$ cat src/rtl/reservoir_flow_ctrl.sv
// reservoir_flow_ctrl: N-sensor reservoir level tracker driving nominal and supplemental flow valves.
// Optional input debounce filter enabled by defining RFC_DEBOUNCE_EN.
module reservoir_flow_ctrl #(
   parameter int N_LEVELS        = 3,
   parameter int LW              = $clog2(N_LEVELS + 1),
   parameter int DEBOUNCE_CYCLES = 4
) (
   input  logic                clk,
   input  logic                reset,
   input  logic [N_LEVELS-1:0] s,
   output logic [N_LEVELS-1:0] fr,
   output logic                dfr,
   output logic [LW-1:0]       level,
   output logic                sensor_fault,
   output logic                fault_sticky
);
   logic [N_LEVELS-1:0] sv;
   logic [LW-1:0]       m;
   logic                valid;
   logic                down;
`ifdef RFC_DEBOUNCE_EN
   localparam int CW = $clog2(DEBOUNCE_CYCLES + 1);
   logic [N_LEVELS-1:0] s_q;
   logic [CW-1:0]       cnt;
   // sv only follows s after it has matched its registered copy for DEBOUNCE_CYCLES edges
   always_ff @(posedge clk) begin
      if (reset) begin
         s_q <= '0;
         cnt <= '0;
         sv  <= '0;
      end else begin
         s_q <= s;
         if (s != s_q) cnt <= '0;
         else if (cnt != CW'(DEBOUNCE_CYCLES - 1)) cnt <= cnt + 1'b1;
         if (s == s_q && cnt == CW'(DEBOUNCE_CYCLES - 1)) sv <= s_q;
      end
   end
`else
   assign sv = s;
`endif
   // a thermometer code plus one is a power of two, so it shares no set bit with itself
   assign valid = (sv & (sv + 1'b1)) == '0;
   always_comb begin
      m = '0;
      for (int k = 0; k < N_LEVELS; k++) m = m + LW'(sv[k]);
   end
   always_ff @(posedge clk) begin
      if (reset) begin
         level        <= '0;
         down         <= 1'b1;
         sensor_fault <= 1'b0;
         fault_sticky <= 1'b0;
      end else if (!valid) begin
         sensor_fault <= 1'b1;
         fault_sticky <= 1'b1;
      end else begin
         sensor_fault <= 1'b0;
         if (m > level) begin
            level <= level + 1'b1;
            down  <= 1'b0;
         end else if (m < level) begin
            level <= level - 1'b1;
            down  <= 1'b1;
         end
      end
   end
   for (genvar i = 0; i < N_LEVELS; i++) begin : g_fr
      assign fr[i] = (int'(level) + i) < N_LEVELS;
   end
   assign dfr = (level == '0) | (down & (level != LW'(N_LEVELS)));
endmodule
$ cat config.mk
export PLATFORM = sky130hd
export DESIGN_NAME = reservoir_flow_ctrl
export DESIGN_NICKNAME = d
export VERILOG_FILES = /design/src/rtl/reservoir_flow_ctrl.sv
export SDC_FILE = /design/constraint.sdc
export NUM_CORES = 1
export LEC_CHECK = 0
export ABC_AREA = 0
export BUFFER_PORTS_ARGS = -buffer_cell sky130_fd_sc_hd__buf_2
export CAP_MARGIN = 40
export CORE_AREA = 4 4 41 43
export CTS_BUF_LIST = sky130_fd_sc_hd__clkbuf_2
export DETAILED_ROUTE_END_ITERATION = 10
export DIE_AREA = 0 0 45 47
export MAX_ROUTING_LAYER = met4
export PLACE_DENSITY = 0.56
export RECOVER_POWER = 25
export SLEW_MARGIN = 15
export SYNTH_ARGS = -nofsm -noshare
export SYNTH_HDL_FRONTEND = slang
export SYNTH_SLANG_ARGS = --single-unit
$ cat constraint.sdc
create_clock -name clk -period 1.7 [get_ports clk]
set_clock_uncertainty 0.05 [all_clocks]
set_input_delay 0.085 -clock clk [delete_from_list [all_inputs] [get_ports clk]]
set_output_delay 0.085 -clock clk [all_outputs]
set_load 0.005 [all_outputs]
After elaboration in Yosys (flattened, before gate mapping)
Cells that the tools add are included.
- register bits: 5
- bits in latches: 0
- bits in writable memories: 0
- bits in read-only memories: 0
- input bits: 5
- word-level logic and storage cells: 29
- memories kept: 0
- add/subtract/negate cells: 7
- $mul: 0
- divide/modulo/power cells: 0
- order comparisons: 5
- equality and inequality tests: 1
- shift operators: 0
- mux-type cells: 5
- bitwise logic cells: 3
- reduce and logical (&&, ||, !) cells: 4
- operators by type and width (cell ; count):
    less-than comparator 3 x 2 -> 1 bit (second input constant) ; 2
    two-way mux 2 bit ; 2
    adder 2 x 1 -> 3 bit (second input constant) ; 1
    adder 2 x 2 -> 3 bit (second input constant) ; 1
    adder 3 x 1 -> 3 bit (second input constant) ; 1
    AND 3 bit ; 1
    logical NOT 3 bit ; 1
    two-way mux 1 bit ; 3
    adder 1 x 1 -> 2 bit ; 1
    adder 2 x 1 -> 2 bit ; 1
    adder 2 x 1 -> 2 bit (second input constant) ; 1
    > comparator 2 bit ; 1
    logical NOT 2 bit ; 1
    less-than comparator 2 bit ; 1
    less-than comparator 2 bit (second input constant) ; 1
    inequality test 2 bit (second input constant) ; 1
    AND reduction 2 bit ; 1
    nonzero test 2 bit ; 1
    subtractor 2 x 1 -> 2 bit (second input constant) ; 1
    AND 1 bit ; 1
    bitwise OR 1 bit ; 1

Logic depth before layout (Yosys ltp)
Gate-level depths: netlist (run 1).
- depth after elaboration: 5
- gate-level depth with buffers: 8

Worst setup path after synthesis (run 1)
Ideal clock, no wire load.
- kind: input port to flip-flop
- start point: input port s[0]
- end point: register level[1]
- setup time: 0.137 ns
- data arrival time: 1.543 ns
- required time: 1.513 ns
- path slack: -0.030 ns
- stages: 7
- cell sequence: inv_1 -> fa_1 -> ha_1 -> nand2_1 -> o221a_4 -> a311oi_1 -> o311ai_1
- word-level cells in the longest chain between the ends: 5
- elaborated cells between the ends (all ways): 10
- RTL lines (element ; line ; RTL):
    start: declaration ; 10 ; input logic [N_LEVELS-1:0] s,
    adder 1 x 1 -> 2 bit ; 45 ; for (int k = 0; k < N_LEVELS; k++) m = m + LW'(sv[k]);
    adder 2 x 1 -> 2 bit ; 45 ;
    > comparator 2 bit / less-than comparator 2 bit (equally long branches) ; 58, 61 ;
    nonzero test 2 bit (no source line) ; - ;
    AND reduction 2 bit (no source line) ; - ;
    end signal: assignment ; 59 ; level <= level + 1'b1;
    end signal: assignment ; 62 ; level <= level - 1'b1;
    end: declaration ; 13 ; output logic [LW-1:0] level,
Several ways; a longest one is shown, not always the timed one.
A chain may end at the register's enable or synchronous reset.

Worst setup path in the final report (run 1)
- start point: input port s[2]
- end point: register level[1]
- word-level cells in the longest chain between the ends: 4
- elaborated cells between the ends (all ways): 9
- RTL lines (element ; line ; RTL):
    adder 2 x 1 -> 2 bit / adder 3 x 1 -> 3 bit (equally long branches) ; 45, 42 ;
    > comparator 2 bit, or another cell as far along ; 58 ; if (m > level) begin
    nonzero test 2 bit (no source line) / logical NOT 3 bit (equally long branches) ; - ;
    AND reduction 2 bit (no source line) ; - ;
Several ways; a longest one is shown, not always the timed one.

==> run metrics, run 1 <==
VDD IR max=just under 0.0007 V; worst skew pair latency=about 0.23 ns; R2R depth=7; post-DP HPWL=between 700 and 800 um; input/output buffers=12; Pwr per Cell Area=around 1200 mW/mm2; WL final=approximately 900 um; pin slew with the least headroom to its limit=about 0.46 ns; register area share after synthesis=between 20% and 30%; Syn Area/Cell=8.51 um2; area of the core=0.00130 mm2; Antenna diodes=0; total grt overflow=0; Tcrit/Tclk final=between 90% and 100%; Worst-path clk slew=0.05 ns; Die Wd=approximately 45 um; WL/cell=10.8 um; DRT iter0 DRCs=4; Crit Path Max Fanout=2; Post-Syn Area=349 um2; row count=13; Final Wtd Congestion=about 0.73; Antenna Violating Nets Remaining=0; DP Worst Slack=-0.161 ns; Critical Path RT=1.75 ns; vias in the first global route=approximately 350; I/O pins=13; Hold Path Origin=reset; Total GRT Usage=a little over a tenth; reg2reg start=level[1]; critical path arrival=~1.7 ns; Seq cells post-synth=5; Worst Hold Class=in2reg; Syn-to-layout area delta=76.7%; Worst Path Class, Setup=in2reg; Hold Path Sink=level[0]; first-pass GRT wire length=between 1000 and 1500 um; Vias/cell=between 4 and 5; Synth Net Count=49; Worst Setup SP=s[2]; Ys Warns=0; synthesized instance count=41; max-slew violation count=0; DRC errors left=0; Final nets=roughly 80; FF-to-FF setup slack=about 0.080 ns; CP Capture Type=flop; cts bufs inserted=3; largest cells by area after synthesis=dfxtp_1 29%, inv_1 8.6%, ha_1 7.2%, fa_1 5.7%, o221a_4 5.7%; layout cells sized above 1=between 60% and 70%; Hold WS=about 0.084 ns; Filler Cell Count=about 150; Die Span Y=47 um; CTS tree=built; Static Leak=just under 0.3 nW; Slew HR=a little over two thirds; Initial Util=26.8%; Final Worst Setup Slack=0.0510 ns; die area=approximately 0.0021 mm2; maximum clock rate=roughly 0.6 GHz; post-synth top area share=28.7%; Yosys top cell by area=dfxtp_1; largest net degree at the start of global routing=10; Final Hold Viols=0; outcome=finished clean; first-pass iteration count of the detailed router=2; Setup crit start kind=input port; Tmin final=~1.6 ns; reg-to-reg endpoint=level[1]; antenna violations before repair=0; clk sinks=5; Root Buffer=clkbuf_2; # H-tree levels=1; hold_buf cts=0; max-cap violations=0; clock tree buffer depth=2; Synth cell types=22; Final setup viols=0; Vias=between 300 and 400; Hold Path Cell Cnt=2
## area by class of cell
type	count	area, um2	share of cell area, %
Sequential cell	5	101	16.4
Tap cell	15	18.8	3.04
Timing Repair Buffer	25	170	27.6
Clock buffer	4	20.0	3.25
Inverter	9	36.3	5.88
Multi-Input combinational cell	26	270	43.8
## flip-flops by register name, indices dropped and copies added, names as in the netlist
signal        count
sensor_fault      1
down              1
level             2
fault_sticky      1
## cell families after synthesis
logic type,after synthesis,synth area share [%]
buffers and inverters,10,11.1
AND/OR/NAND/NOR,14,20.4
XOR/XNOR,1,2.51
adder cells (fa/ha/maj),4,15.8
AO/OA/AOI/OAI,7,21.5
flip-flops,5,28.7
## synth_stat cells (all sizes together)
cell type	number
nand2	3
o311ai	1
a311oi	1
o221a	1
dfxtp	5
a21boi	1
nand3b	1
fa	1
a21oi	1
maj3	1
nor4	1
inv	9
nor3	2
xnor2	1
clkbuf	1
ha	2
a221o	1
nor2	4
nand2b	1
nor2b	2
o2111a	1
## report_power, final
| part | leakage, nW | switching (mW) | internal, mW | total [mW] |
|---|---|---|---|---|
| combinational | 0.235 | 0.199 | 0.270 | 0.469 |
| clock | 0.0166 | 0.0524 | 0.0621 | 0.115 |
| sequential | 0.0420 | 0.0220 | 0.146 | 0.168 |
| total | 0.294 | 0.274 | 0.478 | 0.751 |
## worst max-delay path, cell delays in order
cell and delay [ns]:
buf_2 0.09, inv_2 0.04, fa_1 0.58, ha_4 0.16, buf_12 0.09, nor2b_4 0.03
o2111a_1 0.23, a311oi_2 0.26, o311ai_2 0.13
## layout by cell type (no fill, tap or decap), types with 2 or more instances in the layout
cell type | Yosys | layout
nand2_1 | 3 | 2
dfxtp_1 | 5 | 4
inv_1 | 8 | 6
clkbuf_2 | 1 | 4
nor2_1 | 4 | 3
buf_4 | 0 | 12
nor3_1 | 2 | 2
nor2b_4 | 0 | 2
ha_4 | 0 | 2
buf_2 | 0 | 12
inv_2 | 1 | 2
## worst max-delay path by stage
stage,slack (ns),depth (start not counted),to
2_1_floorplan,0.005,7,level[1]
3_3_place_gp,-0.15,9,level[1]
3_5_place_dp,-0.16,9,level[1]
4_1_cts,0.05,7,level[1]
5_1_grt,-0.03,7,level[1]
6_report,0.05,9,level[1]
## metrics by stage
stage	TNS [ns]	power [mW]	std cells	utilization, %	cell area (um2)
2_1_floorplan	0	0.358	41	-	358
3_3_place_gp	-0.364	0.528	79	40.1	522
3_5_place_dp	-0.388	0.537	79	40.1	522
4_1_cts	0	0.656	83	41.6	542
5_1_grt	-0.0318	0.815	84	47.4	617
6_report	0	0.751	84	47.4	617
## per-layer routing
| layer | GRT usage [%] | share of wire, % | vias up |
|---|---|---|---|
| met3 | 5.75 | 7.6 | 5 |
| li1 | - | - | 194 |
| met1 | 10.5 | 41 | 177 |
| met4 | 8.77 | 3.5 | 0 |
| met2 | 14.7 | 48 | 12 |
| met5 | - | 0 | - |
## repair_timing
item | in CTS | in global routing
hold endpoints to repair | 0 | 0
setup buffers | 0 | 1
endpoints found under the setup margin | 0 | 2
gates resized for setup | 0 | 13
Note: power is estimated with default switching activity, not from simulation.
==> run 2, diff against run 1 <==
--- a/config.mk
+++ b/config.mk
@@ -5,7 +5,7 @@
 export SDC_FILE = /design/constraint.sdc
 export NUM_CORES = 1
 export LEC_CHECK = 0
-export ABC_AREA = 0
+export ABC_AREA = 1
 export BUFFER_PORTS_ARGS = -buffer_cell sky130_fd_sc_hd__buf_2
 export CAP_MARGIN = 40
 export CORE_AREA = 4 4 41 43
@@ -13,7 +13,7 @@
 export DETAILED_ROUTE_END_ITERATION = 10
 export DIE_AREA = 0 0 45 47
 export MAX_ROUTING_LAYER = met4
-export PLACE_DENSITY = 0.56
+export PLACE_DENSITY = 0.54
 export RECOVER_POWER = 25
 export SLEW_MARGIN = 15
 export SYNTH_ARGS = -nofsm -noshare
==> run 2 against run 1 <==
  * Critical path depth is 1 lower
  * Sequential cell count stayed put
  * Non-clock buffer count is 13 lower
  * Core utilization is 14 points lower
  * Total power is 38% lower
  * First-iteration DRC count grew to 2.8 times the previous value
  * Count of clock-buffer cells in the layout stayed put
  * Routed wire length is 25% lower
  * Sequential power is 8% lower
  * Via count is 9.8% lower
  * Synthesized area is 4.7% lower
  * Fmax is 11% higher
  * Highest routed layer is now met3
==> run metrics, run 2 <==
Die Wd=around 45 um; Worst Hold Class=in2reg; most common cell after layout, fill and taps aside=nand2_1; Crit Path Max Fanout=5; register area share after synthesis=30.1%; Final Wtd Congestion=roughly 0.66; Antenna diodes=0; synthesized instance count=between 50 and 60; Post-Route Setup TNS=0 ns; Syn Area/Cell=roughly 6 um2; layout cells sized above 1=about 29%; CTS tree=built; Tcrit/Tclk final=87.6%; max FFs per register=2; Vias=350; Final Worst Setup Slack=roughly 0.21 ns; DRC errors left=0; Biggest register=level; Total GRT Usage=about 6.7%; I/O pins=13; cts bufs inserted=3; total grt overflow=0; Root Buffer=clkbuf_2; Synth cell types=12; Seq cells post-synth=5; outcome=finished clean; ys async rst share=0%; Setup Fix Bufs, Post-CTS=0; input/output buffers=12; Post-synth top flop=dfxtp_1; pin slew with the least headroom to its limit=between 0.2 and 0.25 ns; most frequent cells in the layout=17 x nand2_1, 12 x inv_1, 11 x buf_2, 7 x nor2_1, 5 x dfxtp_1; area of the core=roughly 0.0013 mm2; Final nets=~80; largest net degree at the start of global routing=6; post-DP HPWL=around 540 um; WL final=673 um; Setup crit start kind=flop; Post-Syn Area=roughly 330 um2; max-cap violations=0; Pwr per Cell Area=roughly 1100 mW/mm2; clock tree buffer depth=2; antenna violations before repair=0; Vias/cell=4.12; Worst Path Class, Setup=reg2reg; DP Worst Slack=between 0.09 and 0.1 ns; VDD IR max=roughly 0.00037 V; worst skew pair latency=0.21 ns; post-synth top area share=a little under a third; RSZ-0062 raised after global routing=false; Static Leak=0.269 nW; vias in the first global route=approximately 240; Final Hold Viols=0; Critical Path RT=1.76 ns; synth cell count leaders=17 x nand2_1, 12 x inv_1, 7 x nor2_1, 5 x dfxtp_1, 4 x a21oi_1; Post-synth EDFFs=0; hold_buf cts=0; Yosys top cell by area=dfxtp_1; row count=13; most frequent cell after synthesis=nand2_1; clk sinks=5; Ys Warns=0; first-pass iteration count of the detailed router=4; DRT iter0 DRCs=11; largest cells by area after synthesis=dfxtp_1 30%, nand2_1 19%, inv_1 14%, nor2_1 7.9%, ha_1 7.5%; # H-tree levels=1; first-pass GRT wire length=959 um; WL/cell=about 7.9 um; Die Span Y=roughly 47 um; critical path arrival=approximately 1.6 ns; Resize count post-CTS=0; Initial Util=between 20% and 30%; Syn-to-layout area delta=29.3%; Final setup viols=0; die area=0.00212 mm2; maximum clock rate=roughly 0.67 GHz; Slew HR=86.3%; Antenna Violating Nets Remaining=0; Tmin final=~1.5 ns; Synth Net Count=62; max-slew violation count=0; CP Capture Type=flop; Worst-path clk slew=0.06 ns
run 2: kinds of logic after synthesis:
kind of cell               Yosys count  synth area share [%]
DFF                                  5                  30.1
adders and majority gates            3                  13.5
buffers and inverters               14                  16.2
AOI/OAI and AO/OA                    5                  7.52
and+or+nand+nor                     27                  32.7
run 2: area by class of cell:
cell class	instances	area [um2]
fill	152	871
multi-input combinational	35	179
sequential	5	100
timing repair buffer	12	58.8
inverter	14	53.8
clock buffer	4	20.0
tap	15	18.8
run 2: worst paths after layout:
check	endpoint	slack (ns)	from	depth (start not counted)
setup / recovery	level[1]	0.21	level[1]	8
hold / removal	level[1]	0.04	reset	2
setup reg to reg	level[1]	0.21	level[1]	8
hold reg to reg	fault_sticky	0.43	fault_sticky	2
run 2: routing by layer:
layer | routed length, um | track usage [%] | vias up | share of wire, %
met1 | 327 | 8.49 | 148 | 49
met2 | 289 | 8.47 | 14 | 43
li1 | - | - | 188 | -
met3 | 56 | 4.60 | 0 | 8.3
met5 | 0 | - | - | 0
met4 | 0 | 1.75 | 0 | 0
run 2: power breakdown:
group          switching, mW  internal (mW)  leakage (nW)  total [mW]
clock                 0.0464         0.0623        0.0166       0.109
combinational          0.119         0.0849         0.211       0.204
sequential            0.0184          0.137        0.0417       0.155
run 2: critical path, cell delays in order (launching register included):
cell and delay (ns):
dfxtp_1 0.41, inv_2 0.08, ha_1 0.34, a21oi_1 0.23, nand2_1 0.07, nand2_1 0.06
nand2_1 0.04, nand2_1 0.07, nor2_2 0.03
run 2: metrics by stage:
step	utilization (%)	cells	total power [mW]	area, um2	hold WS (ns)
after floorplan	-	54	0.296	333	0.102
after global placement	31.6	81	0.361	412	0.266
after detailed placement	31.6	81	0.363	412	0.266
after CTS	33.2	85	0.478	432	0.0244
after global routing	33.1	85	0.519	430	0.0263
final	33.1	85	0.467	430	0.0419
